[src/rtl/fft_stage_ctrl_if.sv]
// Control bundle between fft_stage_ctrl and the stage datapath: input handshake,
// delay-line/butterfly strobes, output framing and a state debug view.
interface fft_stage_ctrl_if #(
  parameter int TW_W = 4
);
  // Handshake: an input beat transfers on a cycle where valid_in and in_ready are
  // both 1; valid_in may be dropped at any time and in_ready does not wait for it.
  logic            valid_in;
  logic            in_ready;
  logic            sr_write;
  logic            sr_read;
  logic            bfly_en;
  logic [TW_W-1:0] tw_idx;
  logic            out_sel;
  logic            valid_out;
  logic            sop_out;
  logic            eop_out;
  logic            busy;
  logic            err_abort;
  logic [1:0]      dbg_state;

  modport master (
    input  valid_in,
    output in_ready, sr_write, sr_read, bfly_en, tw_idx, out_sel,
    output valid_out, sop_out, eop_out, busy, err_abort, dbg_state
  );

  modport slave (
    output valid_in,
    input  in_ready, sr_write, sr_read, bfly_en, tw_idx, out_sel,
    input  valid_out, sop_out, eop_out, busy, err_abort, dbg_state
  );
endinterface

[src/rtl/fft_stage_ctrl.sv]
// Sequencer for one radix-2 delay-feedback FFT stage (strobes, twiddle index, framing).
// Define FFT_STAGE_CTRL_ABORT_EN to abort a frame on an input gap; otherwise gaps stall.
module fft_stage_ctrl #(
  parameter int NUM      = 16,
  parameter int DATA     = 512,
  parameter int COUNT    = DATA / NUM,
  parameter int BFLY_LAT = 3
) (
  input logic              clk,
  input logic              rst,
  fft_stage_ctrl_if.master bus
);
  localparam int H  = COUNT / 2;
  localparam int CW = $clog2(COUNT);
  localparam int TW = $clog2(H);

  localparam logic [CW-1:0] CNT_ONE  = CW'(1);
  localparam logic [CW-1:0] CNT_H    = CW'(H);
  localparam logic [CW-1:0] CNT_HM1  = CW'(H - 1);
  localparam logic [CW-1:0] CNT_LAST = CW'(COUNT - 1);
  localparam logic [TW-1:0] DCNT_LAST = TW'(H - 1);

  typedef enum logic [1:0] {
    IDLE  = 2'd0,
    FILL  = 2'd1,
    CALC  = 2'd2,
    DRAIN = 2'd3
  } state_t;

  typedef struct packed {
    logic valid;
    logic sel;
    logic sop;
    logic eop;
  } pipe_t;

  state_t        state;
  logic [CW-1:0] cnt;
  logic [TW-1:0] dcnt;

  logic  in_ready;
  logic  accept;
  logic  bfly_en;
  logic  drain_rd;
  pipe_t entry;
  pipe_t pipe [BFLY_LAT];
  logic  pipe_any;

  assign in_ready = (state != DRAIN);
  assign accept   = bus.valid_in & in_ready;
  assign bfly_en  = (state == CALC) & bus.valid_in;
  assign drain_rd = (state == DRAIN);

  // Strobes are combinational so the datapath sees them in the beat's own cycle.
  assign bus.in_ready  = in_ready;
  assign bus.sr_write  = accept;
  assign bus.sr_read   = bfly_en | drain_rd;
  assign bus.bfly_en   = bfly_en;
  assign bus.tw_idx    = bfly_en ? cnt[TW-1:0] : '0;
  assign bus.dbg_state = state;

  always_ff @(posedge clk) begin
    if (rst) begin
      state <= IDLE;
      cnt   <= '0;
      dcnt  <= '0;
    end else begin
      case (state)
        IDLE: begin
          if (accept) begin
            cnt   <= CNT_ONE;
            state <= FILL;
          end
        end
        FILL: begin
          if (accept) begin
            cnt <= cnt + CNT_ONE;
            if (cnt == CNT_HM1) state <= CALC;
          end
`ifdef FFT_STAGE_CTRL_ABORT_EN
          else begin
            cnt   <= '0;
            state <= IDLE;
          end
`endif
        end
        CALC: begin
          if (accept) begin
            if (cnt == CNT_LAST) begin
              cnt   <= '0;
              dcnt  <= '0;
              state <= DRAIN;
            end else begin
              cnt <= cnt + CNT_ONE;
            end
          end
`ifdef FFT_STAGE_CTRL_ABORT_EN
          else begin
            cnt   <= '0;
            state <= IDLE;
          end
`endif
        end
        DRAIN: begin
          if (dcnt == DCNT_LAST) begin
            dcnt  <= '0;
            state <= IDLE;
          end else begin
            dcnt <= dcnt + TW'(1);
          end
        end
        default: state <= IDLE;
      endcase
    end
  end

`ifdef FFT_STAGE_CTRL_ABORT_EN
  logic err_q;

  always_ff @(posedge clk) begin
    if (rst) err_q <= 1'b0;
    else     err_q <= ((state == FILL) || (state == CALC)) & ~bus.valid_in;
  end

  assign bus.err_abort = err_q;
`else
  assign bus.err_abort = 1'b0;
`endif

  // Framing travels with the butterfly latency so it lines up with the datapath output.
  always_comb begin
    entry       = '0;
    entry.valid = bfly_en | drain_rd;
    entry.sel   = drain_rd;
    entry.sop   = bfly_en & (cnt == CNT_H);
    entry.eop   = drain_rd & (dcnt == DCNT_LAST);
  end

  always_ff @(posedge clk) begin
    if (rst) begin
      for (int i = 0; i < BFLY_LAT; i++) pipe[i] <= '0;
    end else begin
      pipe[0] <= entry;
      for (int i = 1; i < BFLY_LAT; i++) pipe[i] <= pipe[i-1];
    end
  end

  always_comb begin
    pipe_any = 1'b0;
    for (int i = 0; i < BFLY_LAT; i++) pipe_any = pipe_any | pipe[i].valid;
  end

  assign bus.valid_out = pipe[BFLY_LAT-1].valid;
  assign bus.out_sel   = pipe[BFLY_LAT-1].sel;
  assign bus.sop_out   = pipe[BFLY_LAT-1].sop;
  assign bus.eop_out   = pipe[BFLY_LAT-1].eop;
  assign bus.busy      = (state != IDLE) | pipe_any;
endmodule

[src/flat_wrapper.sv]
// flat-port wrapper written by rule: the top's interface ports become plain ports
module fft_stage_ctrl_flat 
#(
  parameter int NUM      = 16,
  parameter int DATA     = 512,
  parameter int COUNT    = DATA / NUM,
  parameter int BFLY_LAT = 3
)
  (clk, rst, bus_valid_in, bus_in_ready, bus_sr_write, bus_sr_read, bus_bfly_en, bus_tw_idx, bus_out_sel, bus_valid_out, bus_sop_out, bus_eop_out, bus_busy, bus_err_abort, bus_dbg_state);
  fft_stage_ctrl_if #(.TW_W(4)) bus_i ();
  input logic clk;
  input logic rst;
  input wire logic [$bits(bus_i.valid_in)-1:0] bus_valid_in;
  output wire logic [$bits(bus_i.in_ready)-1:0] bus_in_ready;
  output wire logic [$bits(bus_i.sr_write)-1:0] bus_sr_write;
  output wire logic [$bits(bus_i.sr_read)-1:0] bus_sr_read;
  output wire logic [$bits(bus_i.bfly_en)-1:0] bus_bfly_en;
  output wire logic [$bits(bus_i.tw_idx)-1:0] bus_tw_idx;
  output wire logic [$bits(bus_i.out_sel)-1:0] bus_out_sel;
  output wire logic [$bits(bus_i.valid_out)-1:0] bus_valid_out;
  output wire logic [$bits(bus_i.sop_out)-1:0] bus_sop_out;
  output wire logic [$bits(bus_i.eop_out)-1:0] bus_eop_out;
  output wire logic [$bits(bus_i.busy)-1:0] bus_busy;
  output wire logic [$bits(bus_i.err_abort)-1:0] bus_err_abort;
  output wire logic [$bits(bus_i.dbg_state)-1:0] bus_dbg_state;
  assign bus_i.valid_in = bus_valid_in;
  assign bus_in_ready = bus_i.in_ready;
  assign bus_sr_write = bus_i.sr_write;
  assign bus_sr_read = bus_i.sr_read;
  assign bus_bfly_en = bus_i.bfly_en;
  assign bus_tw_idx = bus_i.tw_idx;
  assign bus_out_sel = bus_i.out_sel;
  assign bus_valid_out = bus_i.valid_out;
  assign bus_sop_out = bus_i.sop_out;
  assign bus_eop_out = bus_i.eop_out;
  assign bus_busy = bus_i.busy;
  assign bus_err_abort = bus_i.err_abort;
  assign bus_dbg_state = bus_i.dbg_state;
  fft_stage_ctrl #(.NUM(NUM), .DATA(DATA), .COUNT(COUNT), .BFLY_LAT(BFLY_LAT)) u_core (.clk(clk), .rst(rst), .bus(bus_i));
endmodule
[config.mk]
export PLATFORM = sky130hd
export DESIGN_NAME = fft_stage_ctrl_flat
export DESIGN_NICKNAME = d
export VERILOG_FILES = /design/src/rtl/fft_stage_ctrl_if.sv /design/src/rtl/fft_stage_ctrl.sv /design/src/flat_wrapper.sv
export SDC_FILE = /design/constraint.sdc
export NUM_CORES = 1
export LEC_CHECK = 0
export CAP_MARGIN = 20
export CELL_PAD_IN_SITES_DETAIL_PLACEMENT = 1
export CELL_PAD_IN_SITES_GLOBAL_PLACEMENT = 2
export CORE_MARGIN = 3
export CORE_UTILIZATION = 30
export DETAILED_ROUTE_END_ITERATION = 10
export PLACE_DENSITY_LB_ADDON = 0.2
export SLEW_MARGIN = 20
export SYNTH_ARGS = -nofsm -noshare
export SYNTH_HDL_FRONTEND = slang
export SYNTH_SLANG_ARGS = --single-unit
[constraint.sdc]
create_clock -name clk -period 4.2 [get_ports clk]
set_input_delay 0.42 -clock clk [delete_from_list [all_inputs] [get_ports clk]]
set_output_delay 0.42 -clock clk [all_outputs]
set_load 0.1 [all_outputs]
==> run_results.csv, run 1 <==
group,metric,value,unit
power,p_leak,0.534,nW
route,vias_per_cell,4.94,
clock_tree,cts_resized,0,
global_route,grt_pass1_wl,4230,um
critical_path,startpoint_type,"register",
global_route,antenna_found_initial,0,
finish,drive_above_1_share,0.101,
logic_synthesis,ys_async_sr_fraction,0,
sta,relSlewSlack,0.342,
die,ioPinCount,19,
logic_synthesis,ys_warn_count,0,
outcome,outcome,"finished, final reports clean",
placement,portBuffers,17,
finish,syn_to_final_growth,21.4,%
critical_path,critPathCaptureType,"primary output",
power,power.density,672,nW/um2
global_route,grt_max_degree,24,
sta,fin_setup_tns,0,ns
placement,placed_area,1330,um2
global_route,gr-usage-all-layers,0.124,
critical_path,critPathSlowestCell,"clkdlybuf4s50_1",
critical_path,cp.required,3.78,ns
sta,grt_setup_unrepaired,"no",
critical_path,worstPathArrival,2.71,ns
placement,dp_hpwl,1870,um
power,ir_worst_vdd,0.178,mV
finish,stdcell_area,1380,um2
clock_tree,cts.sinks,23,
clock_tree,cts_setup_buffers,0,
finish,fin_nets,153,
route,num_vias,914,
clock_tree,cts_buffer_depth,2,
critical_path,path_class,"register to primary output",
logic_synthesis,synth_nets,135,
clock_tree,cts_buffers,3,
logic_synthesis,yosysUniqueCellTypes,44,
logic_synthesis,synthCells,122,
logic_synthesis,synth_edf_count,0,
route,wl_per_cell,13.4,um
route,first_pass_iters,4,
clock_tree,cts_tree,"built",
route,drt-initial-drc-count,27,
sta,finalCritPeriodShare,0.745,
die,die_y,67.5,um
die,num_rows,21,
die,core_region_area,3490,um2
critical_path,crit_path_max_fanout,14,
placement,finalWeightedCongestion,0.710,
die,initial_core_util,0.325,
logic_synthesis,avgSynthCellArea,9.30,um2
sta,skew,0.00127,ns
flow_run,maxCapViolCount,0,
critical_path,slowest_delay,1.12,ns
sta,setup-violations-final,0,
critical_path,critPathBufInv,2,
die,dieArea,4560,um2
clock_tree,htree_levels,1,
logic_synthesis,synth_flop_cell,"dfxtp_1",
clock_tree,cts_hold_buf,0,
finish,fillers,417,
critical_path,worstPathCellList,"inv_1 > ha_1 > and2_1 > or2_2 > clkdlybuf4s50_1",
clock_tree,cts-root-buf,"clkbuf_8",
sta,fmax,320,MHz
sta,slew_violations,0,
route,drtAntennaViolNets,0,
logic_synthesis,syn-cell-area,1130,um2
finish,antennaDiodeCount,0,
clock_tree,clk_latency,0.26,ns
logic_synthesis,yosys_register_bits,23,
route,drc_errors,0,
global_route,gr-total-overflow,0,
critical_path,crit_family,"buffers and inverters",
logic_synthesis,synth_seq_area_share,0.406,
hold_path,hold_class,"register to register",
route,routed_wl,2480,um
global_route,grt_pass1_vias,914,
sta,period_needed,3.13,ns
clock_tree,clk_pin_slew,0.08,ns
sta,tightestPinTransition,0.984,ns
die,die_w,67.5,um
sta,finalHoldViolCount,0,
[power by group]
part | internal [mW] | leakage (nW) | switching, mW
clock | 0.0677 | 0.0228 | 0.0685
combinational | 0.158 | 0.326 | 0.372
sequential | 0.239 | 0.186 | 0.0206
total | 0.465 | 0.534 | 0.461
[worst register-to-register path: stages (launching register included)]
cell and delay (ns):
dfxtp_1 0.41, inv_1 0.11, ha_1 0.38, nor3_2 0.28, o21ai_2 0.15, or4_1 0.42
a21oi_1 0.14
[final cells by class]
cell class,instances,area [um2],share of cell area
clock buffer,4,45.0,0.0327
tap,46,57.6,0.0418
multi-input combinational,86,608,0.441
timing repair buffer,17,170,0.124
inverter,9,36.3,0.0263
sequential,23,460,0.334
[stage by stage]
stage | cells | hold slack (ns) | setup WS (ns) | utilization | power (mW)
after floorplan | 122 | 0.414 | 0.919 | - | 0.689
after global placement | 181 | 0.416 | 1.25 | 0.381 | 0.791
after detailed placement | 181 | 0.427 | 1.23 | 0.381 | 0.795
after CTS | 185 | 0.448 | 1.03 | 0.394 | 0.939
after global routing | 185 | 0.459 | 0.895 | 0.394 | 0.985
final | 185 | 0.441 | 1.07 | 0.394 | 0.925
[logic make-up after synthesis]
family / synth area share
AOI/OAI and AO/OA: 0.161
buffers and inverters: 0.0584
DFF: 0.406
other: 0.00330
adders and majority gates: 0.110
and+or+nand+nor: 0.261
[final timing paths]
| check | from | end | slack [ns] | cells past startpoint |
|---|---|---|---|---|
| setup / recovery | u_core.bus.dbg_state[0]$_SDFFE_PP0P_ | bus_sr_read | 1.07 | 5 |
| hold / removal | u_core.pipe[0][6]$_SDFF_PP0_ | u_core.pipe[0][10]$_SDFF_PP0_ | 0.44 | 1 |
| setup reg to reg | u_core.bus.dbg_state[0]$_SDFFE_PP0P_ | u_core.cnt[4]$_SDFFE_PP0P_ | 2.22 | 6 |
| hold reg to reg | u_core.pipe[0][6]$_SDFF_PP0_ | u_core.pipe[0][10]$_SDFF_PP0_ | 0.44 | 1 |
[flip-flops by register name, summed over array words and instances (netlist names)]
name and flops:
u_core.pipe 12, u_core.cnt 5, u_core.bus.dbg_state 2, u_core.dcnt 4
[layer usage]
metal / up-vias / global-route usage / part of all wire
met5: - / 0 / 0
met4: 0 / 0.0532 / 0.014
met3: 4 / 0.0200 / 0.033
met2: 16 / 0.196 / 0.47
met1: 435 / 0.166 / 0.49
li1: 459 / - / -
[cells in the mapped netlist (2+ instances only)]
cell,count,area [um2]
nand2_1,5,18.8
o21ai_0,3,15.0
a31oi_1,2,12.5
buf_4,2,15.0
a21oi_1,7,35.0
nor3_1,3,15.0
and2_1,2,12.5
ha_1,10,125
nor2_1,7,26.3
inv_1,8,30.0
nor2b_1,9,56.3
nand3b_1,2,15.0
nand3_1,5,25.0
dfxtp_1,23,460
and3_1,5,31.3
[cells in the final DEF (no fill, tap or decap), types with 2 or more instances in the layout]
cell type and count:
a21oi_1 7, a31oi_1 2, and2_1 2, and3_1 5, clkbuf_8 3, clkdlybuf4s50_1 17, dfxtp_1 23, ha_1 10
inv_1 8, nand2_1 5, nand3_1 5, nand3b_1 2, nor2_1 7, nor2b_1 9, nor3_1 3, o21ai_0 3
Power figures use the tool's default switching activity.
==> run 2: changes to the inputs <==
==> constraint.sdc (replaced) <==
create_clock -name clk -period 3 [get_ports clk]
set_input_delay 0.3 -clock clk [delete_from_list [all_inputs] [get_ports clk]]
set_output_delay 0.3 -clock clk [all_outputs]
set_load 0.1 [all_outputs]
==> run_results.csv, run 2 (same netlist as run 1, synthesis figures left out) <==
group,metric,value,unit
sta,relSlewSlack,0.357,
finish,antennaDiodeCount,0,
power,p_leak,0.560,nW
finish,fillers,416,
die,die_y,67.5,um
finish,regMostFlops,"u_core.pipe",
clock_tree,cts_setup_buffers,0,
critical_path,worst-r2r-cell-count,6,
die,ioPinCount,19,
global_route,grt_max_degree,16,
route,drtAntennaViolNets,0,
placement,dp.cells,182,
sta,finalHoldViolCount,0,
die,core_region_area,3490,um2
clock_tree,htree_levels,1,
global_route,grt_pass1_vias,942,
sta,setup-violations-final,0,
power,p_switching,656,uW
critical_path,crit_path_end,"bus_sr_read",
power,p_total,1.29,mW
clock_tree,cts_hold_buf,0,
power,p_seq_frac,0.282,
sta,period_needed,2.19,ns
finish,mostFrequentLayoutCell,"dfxtp_1",
sta,grt_setup_unrepaired,"no",
route,wl_per_cell,13.7,um
route,drt-initial-drc-count,16,
sta,fin_setup_tns,0,ns
critical_path,startpoint_type,"register",
critical_path,startpoint,"u_core.bus.dbg_state[0]$_SDFFE_PP0P_",
clock_tree,cts_buffer_depth,2,
finish,layout_common_cells,"22 x dfxtp_1, 12 x buf_4, 10 x ha_1",
route,routed_wl,2540,um
placement,dp_hpwl,1900,um
power,clockPowerShare,0.150,
global_route,gr-total-overflow,0,
finish,register_area,462,um2
outcome,outcome,"finished, final reports clean",
critical_path,critPathCaptureType,"primary output",
die,num_rows,21,
finish,instances_no_fill,186,
route,drc_errors,0,
placement,portBuffers,17,
critical_path,path_class,"register to primary output",
power,ir_worst_vdd,0.333,mV
flow_run,maxCapViolCount,0,
placement,finalWeightedCongestion,0.701,
die,die_w,67.5,um
power,p_sw_frac,0.507,
power,combPwrFrac,0.568,
route,num_vias,927,
die,initial_core_util,0.325,
sta,fmax,456,MHz
clock_tree,cts_tree,"built",
sta,tightestPinTransition,0.961,ns
finish,postLayoutCoreUtil,0.390,
critical_path,worst_r2r_startpoint,"u_core.bus.dbg_state[0]$_SDFFE_PP0P_",
power,p_int,638,uW
critical_path,worstPathArrival,1.89,ns
finish,largest_reg_flops,12,
global_route,gr-usage-all-layers,0.135,
clock_tree,cts-root-buf,"clkbuf_8",
clock_tree,cts_resized,0,
critical_path,reg2reg_slack,1.08,ns
finish,multi_input_area,609,um2
sta,skew,0.00603,ns
finish,fin_nets,154,
clock_tree,clk_pin_slew,0.08,ns
finish,drive_above_1_share,0.207,
finish,top_regs,"u_core.pipe x12, u_core.cnt x5, u_core.dcnt x4",
clock_tree,cts.sinks,23,
global_route,antenna_found_initial,0,
route,first_pass_iters,4,
sta,finalCritPeriodShare,0.730,
route,vias_per_cell,4.98,
power,power.density,951,nW/um2
critical_path,cp.required,2.70,ns
clock_tree,clk_latency,0.27,ns
die,dieArea,4560,um2
critical_path,reg2reg_to,"u_core.cnt[4]$_SDFFE_PP0P_",
hold_path,hold_class,"register to register",
global_route,grt_pass1_wl,4540,um
clock_tree,cts_buffers,3,
sta,slew_violations,0,
critical_path,crit_path_max_fanout,14,
finish,syn_to_final_growth,20.0,%
-- run 2: area by class of cell --
class                           instances  area share
Timing Repair Buffer                   18       0.110
Multi-Input combinational cell         86       0.448
Sequential cell                        23       0.339
Clock buffer                            3      0.0303
Tap cell                               46      0.0423
Clock inverter                          1     0.00368
Inverter                                9      0.0267
-- run 2: worst min path at each step --
| stage | startpoint | endpoint | slack, ns | depth (start not counted) |
|---|---|---|---|---|
| floorplan | u_core.pipe[0][6]$_SDFF_PP0_ | u_core.pipe[0][10]$_SDFF_PP0_ | 0.41 | 1 |
| global placement | u_core.pipe[0][1]$_SDFF_PP0_ | u_core.pipe[0][5]$_SDFF_PP0_ | 0.42 | 1 |
| detailed placement | u_core.pipe[0][5]$_SDFF_PP0_ | u_core.pipe[0][9]$_SDFF_PP0_ | 0.43 | 1 |
| CTS | u_core.pipe[0][5]$_SDFF_PP0_ | u_core.pipe[0][9]$_SDFF_PP0_ | 0.45 | 1 |
| global route | u_core.pipe[0][5]$_SDFF_PP0_ | u_core.pipe[0][9]$_SDFF_PP0_ | 0.46 | 1 |
| finish | u_core.pipe[0][5]$_SDFF_PP0_ | u_core.pipe[0][9]$_SDFF_PP0_ | 0.44 | 1 |
-- run 2: power by group through the flow --
stage,sequential (mW),combinational [mW],clock (mW)
after global routing,0.370,0.789,0.219
after detailed placement,0.373,0.733,0
after CTS,0.366,0.736,0.209
after floorplan,0.462,0.504,0
after global placement,0.372,0.728,0
final,0.365,0.735,0.194
-- run 2: worst max-delay path, stage by stage, from the launching register on --
cell	delay [ns]
dfxtp_2	0.38
inv_1	0.09
ha_1	0.37
and2_2	0.26
or2_2	0.28
buf_4	0.24
-- run 2: stage by stage --
step	cell area (um2)	hold WS, ns	setup slack (ns)
CTS	1360	0.448	0.794
floorplan	1140	0.414	0.183
global placement	1320	0.417	1.01
detailed placement	1320	0.427	1.03
finish	1360	0.441	0.809
global route	1360	0.459	0.711
-- run 2: layer usage --
metal / global-route usage / vias to the layer above / wire length (um)
met5: 0 / - / 0
met4: 0.0557 / 0 / 38
met3: 0.0433 / 4 / 130
met2: 0.219 / 23 / 1200
met1: 0.163 / 439 / 1180
li1: - / 461 / -
==> run 3: changes to the inputs <==
--- a/config.mk
+++ b/config.mk
@@ -9,7 +9,7 @@
 export CELL_PAD_IN_SITES_DETAIL_PLACEMENT = 1
 export CELL_PAD_IN_SITES_GLOBAL_PLACEMENT = 2
 export CORE_MARGIN = 3
-export CORE_UTILIZATION = 30
+export CORE_UTILIZATION = 28
 export DETAILED_ROUTE_END_ITERATION = 10
 export PLACE_DENSITY_LB_ADDON = 0.2
 export SLEW_MARGIN = 20
==> constraint.sdc (replaced) <==
create_clock -name clk -period 2 [get_ports clk]
set_input_delay 0.2 -clock clk [delete_from_list [all_inputs] [get_ports clk]]
set_output_delay 0.2 -clock clk [all_outputs]
set_load 0.1 [all_outputs]
==> run_results.csv, run 3 (same netlist as run 1, synthesis figures left out) <==
group,metric,value,unit
outcome,outcome,"finished, final reports clean",
power,p_int,1.13,mW
placement,finalWeightedCongestion,0.794,
placement,dp_slack,0.151,ns
critical_path,startpoint,"u_core.bus.dbg_state[0]$_SDFFE_PP0P_",
critical_path,cp.required,1.80,ns
clock_tree,cts.sinks,23,
finish,top_regs,"u_core.pipe x12, u_core.cnt x5, u_core.dcnt x4",
global_route,grt_pass1_wl,4980,um
finish,layout_common_cells,"21 x dfxtp_1, 9 x nor2b_1, 9 x buf_12, 9 x buf_4",
finish,mostFrequentLayoutCell,"dfxtp_1",
sta,slew_violations,0,
global_route,gr-usage-all-layers,0.126,
clock_tree,clk_pin_slew,0.09,ns
global_route,grt_max_degree,16,
sta,finalCritPeriodShare,0.900,
clock_tree,htree_levels,1,
finish,regMostFlops,"u_core.pipe",
global_route,gr-total-overflow,0,
power,power.density,1420,nW/um2
clock_tree,cts_buffers,3,
finish,fin_nets,156,
sta,setup_ws,0.200,ns
critical_path,path_class,"register to primary output",
clock_tree,cts_tree,"built",
route,vias_per_cell,4.98,
finish,drive_above_1_share,0.296,
global_route,antenna_found_initial,0,
power,p_seq_frac,0.257,
sta,skew,0.0102,ns
finish,fillers,432,
sta,setup-violations-final,0,
critical_path,critPathCaptureType,"primary output",
hold_path,hold_class,"register to register",
finish,register_area,468,um2
route,drtAntennaViolNets,0,
finish,antennaDiodeCount,0,
sta,fmax,555,MHz
hold_path,worstHoldStart,"u_core.pipe[0][1]$_SDFF_PP0_",
die,ioPinCount,19,
route,wl_per_cell,15.1,um
route,routed_wl,2860,um
power,ir_worst_vdd,0.423,mV
power,p_leak,0.614,nW
placement,portBuffers,17,
finish,largest_reg_flops,12,
flow_run,maxCapViolCount,0,
route,drc_errors,0,
finish,multi_input_area,641,um2
die,core_region_area,3770,um2
route,first_pass_iters,4,
route,num_vias,947,
power,p_switching,1.03,mW
power,clockPowerShare,0.140,
finish,syn_to_final_growth,33.8,%
clock_tree,clk_latency,0.27,ns
clock_tree,cts_buffer_depth,2,
critical_path,crit_path_max_fanout,14,
die,die_w,69.7,um
power,combPwrFrac,0.604,
die,num_rows,22,
route,drt-initial-drc-count,36,
sta,period_needed,1.80,ns
placement,dp_hpwl,2210,um
critical_path,worstPathArrival,1.60,ns
die,dieArea,4850,um2
die,initial_core_util,0.301,
critical_path,worst_r2r_startpoint,"u_core.cnt[0]$_SDFFE_PP0P_",
sta,finalHoldViolCount,0,
die,die_y,69.7,um
power,p_sw_frac,0.477,
critical_path,startpoint_type,"register",
global_route,grt_pass1_vias,977,
finish,postLayoutCoreUtil,0.403,
clock_tree,cts-root-buf,"clkbuf_8",
sta,grt_setup_unrepaired,"no",
run 3: changes by cell type in the layout (fill, tap and decap cells not counted), sizes merged:
cell / before / now
clkdlybuf4s50: 6 / 2
buf: 12 / 18
run 3: repair_timing:
| item | in CTS | in global routing |
|---|---|---|
| gates resized for setup | 4 | 2 |
| hold buffers | 0 | 0 |
| hold endpoints to repair | 0 | 0 |
| setup endpoints to repair | 1 | 4 |
| gates cloned | 0 | 0 |
| buffers inserted | 0 | 0 |
run 3: critical path, cell delays in order, from the launching register on:
cell and delay [ns]:
dfxtp_4 0.37, inv_2 0.10, ha_2 0.34, and2_4 0.23, or2_4 0.13, buf_12 0.17
run 3: path summary, 6_finish.rpt:
path                             endpoint  slack (ns)  cells past startpoint
max                           bus_sr_read        0.20                      5
min          u_core.pipe[0][5]$_SDFF_PP0_        0.45                      1
max reg2reg    u_core.cnt[4]$_SDFFE_PP0P_        0.24                      5
min reg2reg  u_core.pipe[0][5]$_SDFF_PP0_        0.45                      1
run 3: power groups by stage:
stage / Combinational (mW) / Clock (mW) / Sequential, mW
after floorplan: 0.769 / 0 / 0.704
after global placement: 1.25 / 0 / 0.560
after global routing: 1.40 / 0.332 / 0.566
after CTS: 1.31 / 0.321 / 0.557
final: 1.31 / 0.303 / 0.555
after detailed placement: 1.27 / 0 / 0.564
run 3: through the flow:
stage	std cells	hold slack, ns	power [mW]	cell area (um2)	setup TNS [ns]
finish	190	0.447	2.16	1520	0
global route	190	0.471	2.29	1520	0
CTS	190	0.450	2.19	1510	0
detailed placement	186	0.425	1.83	1450	0
global placement	186	0.418	1.81	1450	0
floorplan	122	0.378	1.47	1160	-0.0149
run 3: routing by layer:
layer | vias to the layer above | part of all wire | GRT usage | routed length, um
li1 | 465 | - | - | -
met1 | 461 | 0.46 | 0.165 | 1320
met2 | 17 | 0.49 | 0.206 | 1420
met3 | 4 | 0.034 | 0.0362 | 96
met4 | 0 | 0.012 | 0.0298 | 34
met5 | - | 0 | 0 | 0
run 3: area by class of cell:
type	count	area share
well taps	48	0.0395
clock inverters	1	0.00329
flip-flops and latches	23	0.308
clock buffers	3	0.0272
multi-input cells	86	0.422
repair buffers	20	0.176
inverters	9	0.0239
